$ cat config.mk
export PLATFORM = sky130hd
export DESIGN_NAME = serial_to_parallel_rx
export DESIGN_NICKNAME = d
export VERILOG_FILES = /design/src/rtl/spi_pkg.sv /design/src/rtl/s2p_out_reg.sv /design/src/rtl/serial_to_parallel_rx.sv
export SDC_FILE = /design/constraint.sdc
export NUM_CORES = 1
export LEC_CHECK = 0
export ABC_AREA = 1
export BUFFER_PORTS_ARGS = -buffer_cell sky130_fd_sc_hd__buf_2
export CAP_MARGIN = 30
export CELL_PAD_IN_SITES_DETAIL_PLACEMENT = 1
export CELL_PAD_IN_SITES_GLOBAL_PLACEMENT = 1
export CORE_UTILIZATION = 42
export CTS_CLUSTER_DIAMETER = 80
export DETAILED_ROUTE_END_ITERATION = 8
export PLACE_DENSITY_LB_ADDON = 0.1
export SLEW_MARGIN = 20
export SYNTH_ARGS = -nofsm -noshare
export SYNTH_HDL_FRONTEND = slang
export SYNTH_SLANG_ARGS = --single-unit
$ cat constraint.sdc
create_clock -name clk -period 2.95 [get_ports clk]
set_clock_uncertainty 0.1 [all_clocks]
set_input_delay 0.59 -clock clk [delete_from_list [all_inputs] [get_ports clk]]
set_output_delay 0.59 -clock clk [all_outputs]
set_load 0.01 [all_outputs]
$ cat src/rtl/spi_pkg.sv
// Shared definitions for the SPI slave serial datapath.
// Optional feature macro: S2P_PARITY_EN (adds one even-parity bit per frame).
package spi_pkg;

    // Receiver control states: waiting for a frame, or shifting one in.
    typedef enum logic {
        IDLE  = 1'b0,
        SHIFT = 1'b1
    } s2p_state_e;

    // Bits on the wire per frame for a given data width.
    function automatic int frame_len(input int width);
`ifdef S2P_PARITY_EN
        return width + 1;
`else
        return width;
`endif
    endfunction

    // Bit counter width able to hold 0..frame_len.
    function automatic int cnt_width(input int width);
        return $clog2(frame_len(width) + 1);
    endfunction

    // Values for the default 8-bit frame.
    localparam int FRAME_LEN = frame_len(8);
    localparam int CNT_W     = cnt_width(8);

endpackage

$ cat src/rtl/s2p_out_reg.sv
// Valid/ready output holding register with overrun detection.
// A word offered on 'load' is taken if the register is empty or is being
// drained on the same edge; otherwise it is dropped and 'overrun' pulses.
module s2p_out_reg #(
    parameter int WIDTH = 8
) (
    input  logic             clk,
    input  logic             rst,
    input  logic             load,
    input  logic [WIDTH-1:0] din,
    input  logic             din_err,
    input  logic             ready,
    output logic [WIDTH-1:0] dout,
    output logic             valid,
    output logic             err,
    output logic             overrun
);

    logic [WIDTH-1:0] dout_q;
    logic             valid_q;
    logic             err_q;
    logic             overrun_q;
    logic             free;

    // Space exists when empty or when the held word is accepted this edge.
    assign free = !valid_q || ready;

    // Load, drop-with-overrun, or drain the holding register.
    always_ff @(posedge clk) begin
        if (rst) begin
            dout_q    <= '0;
            valid_q   <= 1'b0;
            err_q     <= 1'b0;
            overrun_q <= 1'b0;
        end else begin
            overrun_q <= load && !free;
            if (load && free) begin
                dout_q  <= din;
                err_q   <= din_err;
                valid_q <= 1'b1;
            end else if (valid_q && ready) begin
                valid_q <= 1'b0;
            end
        end
    end

    assign dout    = dout_q;
    assign valid   = valid_q;
    assign err     = err_q;
    assign overrun = overrun_q;

endmodule

$ cat src/rtl/serial_to_parallel_rx.sv
// LSB-first serial-to-parallel receiver for the SPI slave.
// One bit is sampled per clk while en is high; completed words are handed to
// s2p_out_reg one cycle after the last bit.
// Optional feature macro: S2P_PARITY_EN (frame carries a trailing even-parity bit).
module serial_to_parallel_rx
    import spi_pkg::*;
#(
    parameter int WIDTH = 8
) (
    input  logic             clk,
    input  logic             rst,
    input  logic             en,
    input  logic             serial_in,
    output logic [WIDTH-1:0] dout,
    output logic             dout_valid,
    input  logic             dout_ready,
    output logic             frame_done,
    output logic             overrun,
    output logic             parity_err
);

    localparam int FRAME_BITS = frame_len(WIDTH);
    localparam int CNT_BITS   = cnt_width(WIDTH);
    localparam logic [CNT_BITS-1:0] LAST_CNT = CNT_BITS'(FRAME_BITS - 1);

    s2p_state_e        state_q, state_d;
    logic [CNT_BITS-1:0] cnt_q, cnt_d;
    logic [WIDTH-1:0]  sr_q, sr_d;
    logic              complete_q, complete_d;
    logic              frame_done_q;
    logic [WIDTH-1:0]  bit_sel;
    logic              frame_err;

    // One-hot decode of the bit position the next sample lands in.
    generate
        for (genvar gi = 0; gi < WIDTH; gi++) begin : g_bit_sel
            assign bit_sel[gi] = (cnt_q == CNT_BITS'(gi));
        end
    endgenerate

`ifdef S2P_PARITY_EN
    logic par_bit_q, par_bit_d;
    localparam logic [CNT_BITS-1:0] PAR_CNT = CNT_BITS'(WIDTH);
`endif

    // Next-state: counter, shift register and completion flag.
    always_comb begin
        state_d    = state_q;
        cnt_d      = cnt_q;
        sr_d       = sr_q;
        complete_d = 1'b0;
`ifdef S2P_PARITY_EN
        par_bit_d  = par_bit_q;
`endif
        if (!en) begin
            // Dropping en abandons any partial frame.
            state_d = IDLE;
            cnt_d   = '0;
        end else begin
            for (int i = 0; i < WIDTH; i++) begin
                if (bit_sel[i]) begin
                    sr_d[i] = serial_in;
                end
            end
`ifdef S2P_PARITY_EN
            if (cnt_q == PAR_CNT) begin
                par_bit_d = serial_in;
            end
`endif
            case (state_q)
                IDLE: begin
                    cnt_d   = CNT_BITS'(1);
                    state_d = SHIFT;
                end
                SHIFT: begin
                    if (cnt_q == LAST_CNT) begin
                        cnt_d      = '0;
                        complete_d = 1'b1;
                    end else begin
                        cnt_d = cnt_q + CNT_BITS'(1);
                    end
                end
                default: begin
                    state_d = IDLE;
                    cnt_d   = '0;
                end
            endcase
        end
    end

    // State register for the shifter and completion pipeline.
    always_ff @(posedge clk) begin
        if (rst) begin
            state_q      <= IDLE;
            cnt_q        <= '0;
            sr_q         <= '0;
            complete_q   <= 1'b0;
            frame_done_q <= 1'b0;
        end else begin
            state_q      <= state_d;
            cnt_q        <= cnt_d;
            sr_q         <= sr_d;
            complete_q   <= complete_d;
            frame_done_q <= complete_q;
        end
    end

`ifdef S2P_PARITY_EN
    // Trailing parity bit, held until the word is handed over.
    always_ff @(posedge clk) begin
        if (rst) begin
            par_bit_q <= 1'b0;
        end else begin
            par_bit_q <= par_bit_d;
        end
    end

    assign frame_err = (^sr_q) ^ par_bit_q;
`else
    assign frame_err = 1'b0;
`endif

    s2p_out_reg #(
        .WIDTH (WIDTH)
    ) u_out_reg (
        .clk     (clk),
        .rst     (rst),
        .load    (complete_q),
        .din     (sr_q),
        .din_err (frame_err),
        .ready   (dout_ready),
        .dout    (dout),
        .valid   (dout_valid),
        .err     (parity_err),
        .overrun (overrun)
    );

    assign frame_done = frame_done_q;

endmodule

# After elaboration in Yosys (flattened, before gate mapping)
# Index checks and enable logic that the tools add are counted.
# totals
register_bits,25
word_cells,49
out_inout_bits,12
in_bits,5
# op_classes
bitwise_logic,2
muxes,6
n_eq_ne,7
addsub,1
reduce_logical,18
# ops
op,n
$eq A4 B3 Y1 const B,4
$reduce_and A2 Y1,8
$eq A4 B2 Y1 const B,2
$pmux W4 S2,1
$add A4 B1 Y4 const B,1
$eq A4 B1 Y1 const B,1
$logic_not A4 Y1,1
$mux W1,4
$mux W4,1
$logic_and A1 B1 Y1,3
$reduce_or A3 Y1,1
$logic_not A1 Y1,2
$not A1 Y1,2
$reduce_bool A2 Y1,1
$reduce_or A2 Y1,1
$logic_or A1 B1 Y1,1

# Logic depth before layout (Yosys ltp)
# depth
depth_word,4
depth_mapped,7
depth_no_buf,7

# Hierarchy
# From an unflattened synthesis, not the netlist that was laid out.
# unflattened
hier_cells,153
hier_area_um2,1166.1
# by_module_without_submodules
mod,instances,seq_area_each_um2,area_per_inst_um2,cells_per_inst
serial_to_parallel_rx,1,300.3,648.1,87
s2p_out_reg,1,220.2,518.0,66

# Least setup slack after synthesis
# Ideal clock, no wire load.
# synth_timing
kind,input to register
start,input port dout_ready
end,"register u_out_reg.dout_q[0], in the netlist u_out_reg.dout[0]"
required_ns,2.735
setup_slack_ns,1.668
arrival_ns,1.067
path_stages,5
setup_ns,0.115
path_buffers,1
path_cell_list,inv_1 > nand2_2 > buf_2 > a21oi_1 > nor2_1
# synth_via
elab_chain_len,2
# synth_rtl
element,line,text
from (decl),serial_to_parallel_rx.sv:16,"input logic dout_ready,"
$logic_or A1 B1 Y1,s2p_out_reg.sv:26,assign free = !valid_q || ready;
$logic_and A1 B1 Y1,s2p_out_reg.sv:37,if (load && free) begin
to (signal assigned),s2p_out_reg.sv:38,dout_q <= din;
to (decl),s2p_out_reg.sv:19,logic [WIDTH-1:0] dout_q;
# No other way between the ends.
# A chain may end at the register's enable or synchronous reset.

# Worst setup path after layout
# layout_timing
start,"register u_out_reg.dout_q[2], in the netlist u_out_reg.dout[2]"
end,output port dout[2]
# layout_rtl
element,line,text
to (decl),serial_to_parallel_rx.sv:14,"output logic [WIDTH-1:0] dout,"
# No word-level cell between the ends.

==> results.py <==
metrics = {
    "clock_tree": {
        "cts.sinks": 25,
        "post_cts_resize_count": 0,
        "cts_tree": "done",
        "cts_setup_buffers": 0,
        "htreeDepth": 1,
        "worst_skew_pair.late_latency_ns": 0.31,
        "clk_pin_slew_worst_paths_ns": 0.14,
        "cts_buffers": 3,
        "cts.path.max_buffers": 2,
        "root_buffer": "clkbuf_4",
        "holdBufCountCts": 0,
    },
    "setup_path": {
        "cp_top_family": "flip-flops",
        "critPathMaxStageDelay_ns": 0.38,
        "arrival_ns": 0.84,
        "rr_worst_depth": 6,
        "path_max_fanout": 2,
        "criticalPathCategory": "flip-flop to primary output",
        "worst-path-buf-inv": 1,
        "r2r_start": "cnt_q[0]",
        "cp_slowest_cell": "dfxtp_1",
        "cp-startpoint": "u_out_reg.dout[2]",
        "worstPathCellList": "buf_2",
        "worst-r2r-setup-slack_ns": 1.69,
        "startpoint_type": "flip-flop",
        "cp_data_required_time_ns": 2.26,
        "cp-end-kind": "primary output",
        "worstReg2RegEnd": "sr_q[4]",
    },
    "worst_hold_path": {
        "holdPathEnd": "cnt_q[0]",
        "worstHoldStart": "state_q",
        "min_path_type": "flip-flop to flip-flop",
        "worstHoldPathCells": 1,
    },
    "run": {
        "maxCapViolCount": 0,
    },
    "die": {
        "pin_count": 17,
        "die_w_um": 52.4,
        "coreArea_mm2": 0.00230,
        "dieHeight_um": 52.4,
        "start_util": 0.464,
        "fp-row-count": 17,
        "die_area_mm2": 0.00274,
    },
    "sta": {
        "fmax_mhz": 656,
        "min_period_over_period": 0.517,
        "grt_setup_unrepaired": "false",
        "slew_headroom": 0.622,
        "worst_pin_slew_ns": 0.566,
        "fin_tns_setup_ns": 0,
        "min_period_ns": 1.53,
        "hold_viol_final": 0,
        "setup_violations": 0,
        "drv_slew": 0,
    },
    "yosys": {
        "synth-seq-cells": 25,
        "synth.area.top_cells": "dfxtp_1 47%, a21oi_1 8.9%, nand2_1 8.8%, nor2_1 7.4%, nand3b_1 5.6%",
        "yosys-top-cells-count": "25 x dfxtp_1, 25 x nand2_1, 21 x nor2_1",
        "synth_area_leader_cell": "dfxtp_1",
        "synth_edf_count": 0,
        "synth_cell_types": 18,
        "syn_avg_cell_area_um2": 7.66,
        "ys_async_sr_fraction": 0,
        "netlist_area_mm2": 0.00106,
        "seq_area_frac_synth": 0.470,
        "yosys_warnings": 0,
        "ys.flop_type": "dfxtp_1",
        "synth_fp_nets": 148,
        "synthCells": 139,
        "synth_top_cell_area_share": 0.470,
    },
    "global_routing": {
        "grt_use_total": 0.188,
        "gr-total-overflow": 0,
        "antenna_found_initial": 0,
        "grt_max_degree": 19,
        "grt_pass1_vias": 853,
        "grt_pass1_wl_um": 3740,
    },
    "pwr": {
        "powerDensity_mw_per_mm2": 448,
        "vdd_ir_drop_max_uv": 229,
        "p_leak_nw": 0.540,
    },
    "outcome": {
        "status": "finished, final reports clean",
    },
    "detailed_routing": {
        "wl_um": 2280,
        "wl_per_cell_um": 12.6,
        "first_pass_iters": 4,
        "postRouteAntennaNets": 0,
        "route.detailed.drc": 0,
        "detail_route.vias_per_cell": 5.10,
        "via_count": 924,
        "drt_iter0_markers": 5,
    },
    "layout": {
        "n_antenna_cell": 0,
        "stdcell_area_mm2": 0.00117,
        "syn_to_final_growth_pct": 9.87,
        "drive_gt1_frac": 0.163,
        "fin_nets": 163,
    },
    "placed_design": {
        "post-dp-hpwl_um": 1680,
        "portBuffers": 15,
        "post_dp_cell_area_mm2": 0.00114,
        "gp_congestion": 0.710,
    },
}
[per-layer routing]
metal,wire length [um],part of all wire,vias up,GRT usage
met5,0,0,-,0
met4,9,0.0039,0,0.0789
met3,86,0.038,2,0.0261
met2,1080,0.47,21,0.327
met1,1110,0.49,434,0.229
li1,-,-,467,-
[registers in the layout (all words and copies together), names as in the netlist]
name               count
sr_q                   8
u_out_reg.dout         8
cnt_q                  4
complete_q             1
frame_done             1
state_q                1
u_out_reg.overrun      1
u_out_reg.valid        1
[power by group]
part / total, mW / internal, mW / switching [mW]
Clock: 0.153 / 0.0506 / 0.102
Sequential: 0.344 / 0.341 / 0.00291
Combinational: 0.0278 / 0.00935 / 0.0184
[cells in the final DEF (no fill, tap or decap)]
master / n
a21oi_1: 19
buf_2: 15
clkbuf_4: 3
clkinv_2: 1
conb_1: 1
dfxtp_1: 25
ha_1: 4
inv_1: 12
inv_2: 3
nand2_1: 25
nand2_2: 1
nand3_1: 10
nand3b_1: 8
nand4_1: 1
nor2_1: 21
nor2_2: 1
nor2_4: 1
nor3_1: 1
xnor2_1: 1
[per-stage QoR]
step	power [mW]	hold slack, ns	setup slack (ns)	util	cells
after global placement	0.378	0.318	1.56	0.497	177
after detailed placement	0.380	0.323	1.48	0.497	177
after floorplan	0.371	0.309	1.67	-	139
final	0.525	0.338	1.42	0.509	181
after CTS	0.535	0.343	1.41	0.509	181
after global routing	0.548	0.377	1.38	0.509	181
[cell type report]
class / instances / area, um^2
Fill cell: 312 / 1130
Clock buffer: 3 / 22.5
Clock inverter: 1 / 5.00
Inverter: 15 / 56.3
Multi-Input combinational cell: 94 / 475
Timing Repair Buffer: 15 / 75.1
Sequential cell: 25 / 500
Tap cell: 28 / 35.0
[worst max path at each step]
stage,depth (start not counted),slack [ns],to
2_1_floorplan,5,1.67,u_out_reg.dout[0]
3_3_place_gp,5,1.56,u_out_reg.dout[2]
3_5_place_dp,6,1.48,u_out_reg.dout[2]
4_1_cts,1,1.41,dout[2]
5_1_grt,1,1.38,dout[4]
6_report,1,1.42,dout[2]
[cells by family (layout without fill, tap and decap cells)]
logic type | count (synthesis) | after routing | synth area share
fa+ha+maj | 4 | 4 | 0.0470
buf+inv | 20 | 34 | 0.0834
compound gates | 19 | 19 | 0.0893
xor+xnor | 1 | 1 | 0.00823
simple gates | 69 | 69 | 0.298
flops | 25 | 25 | 0.470
other cells | 1 | 1 | 0.00352
Power figures use the tool's default switching activity.
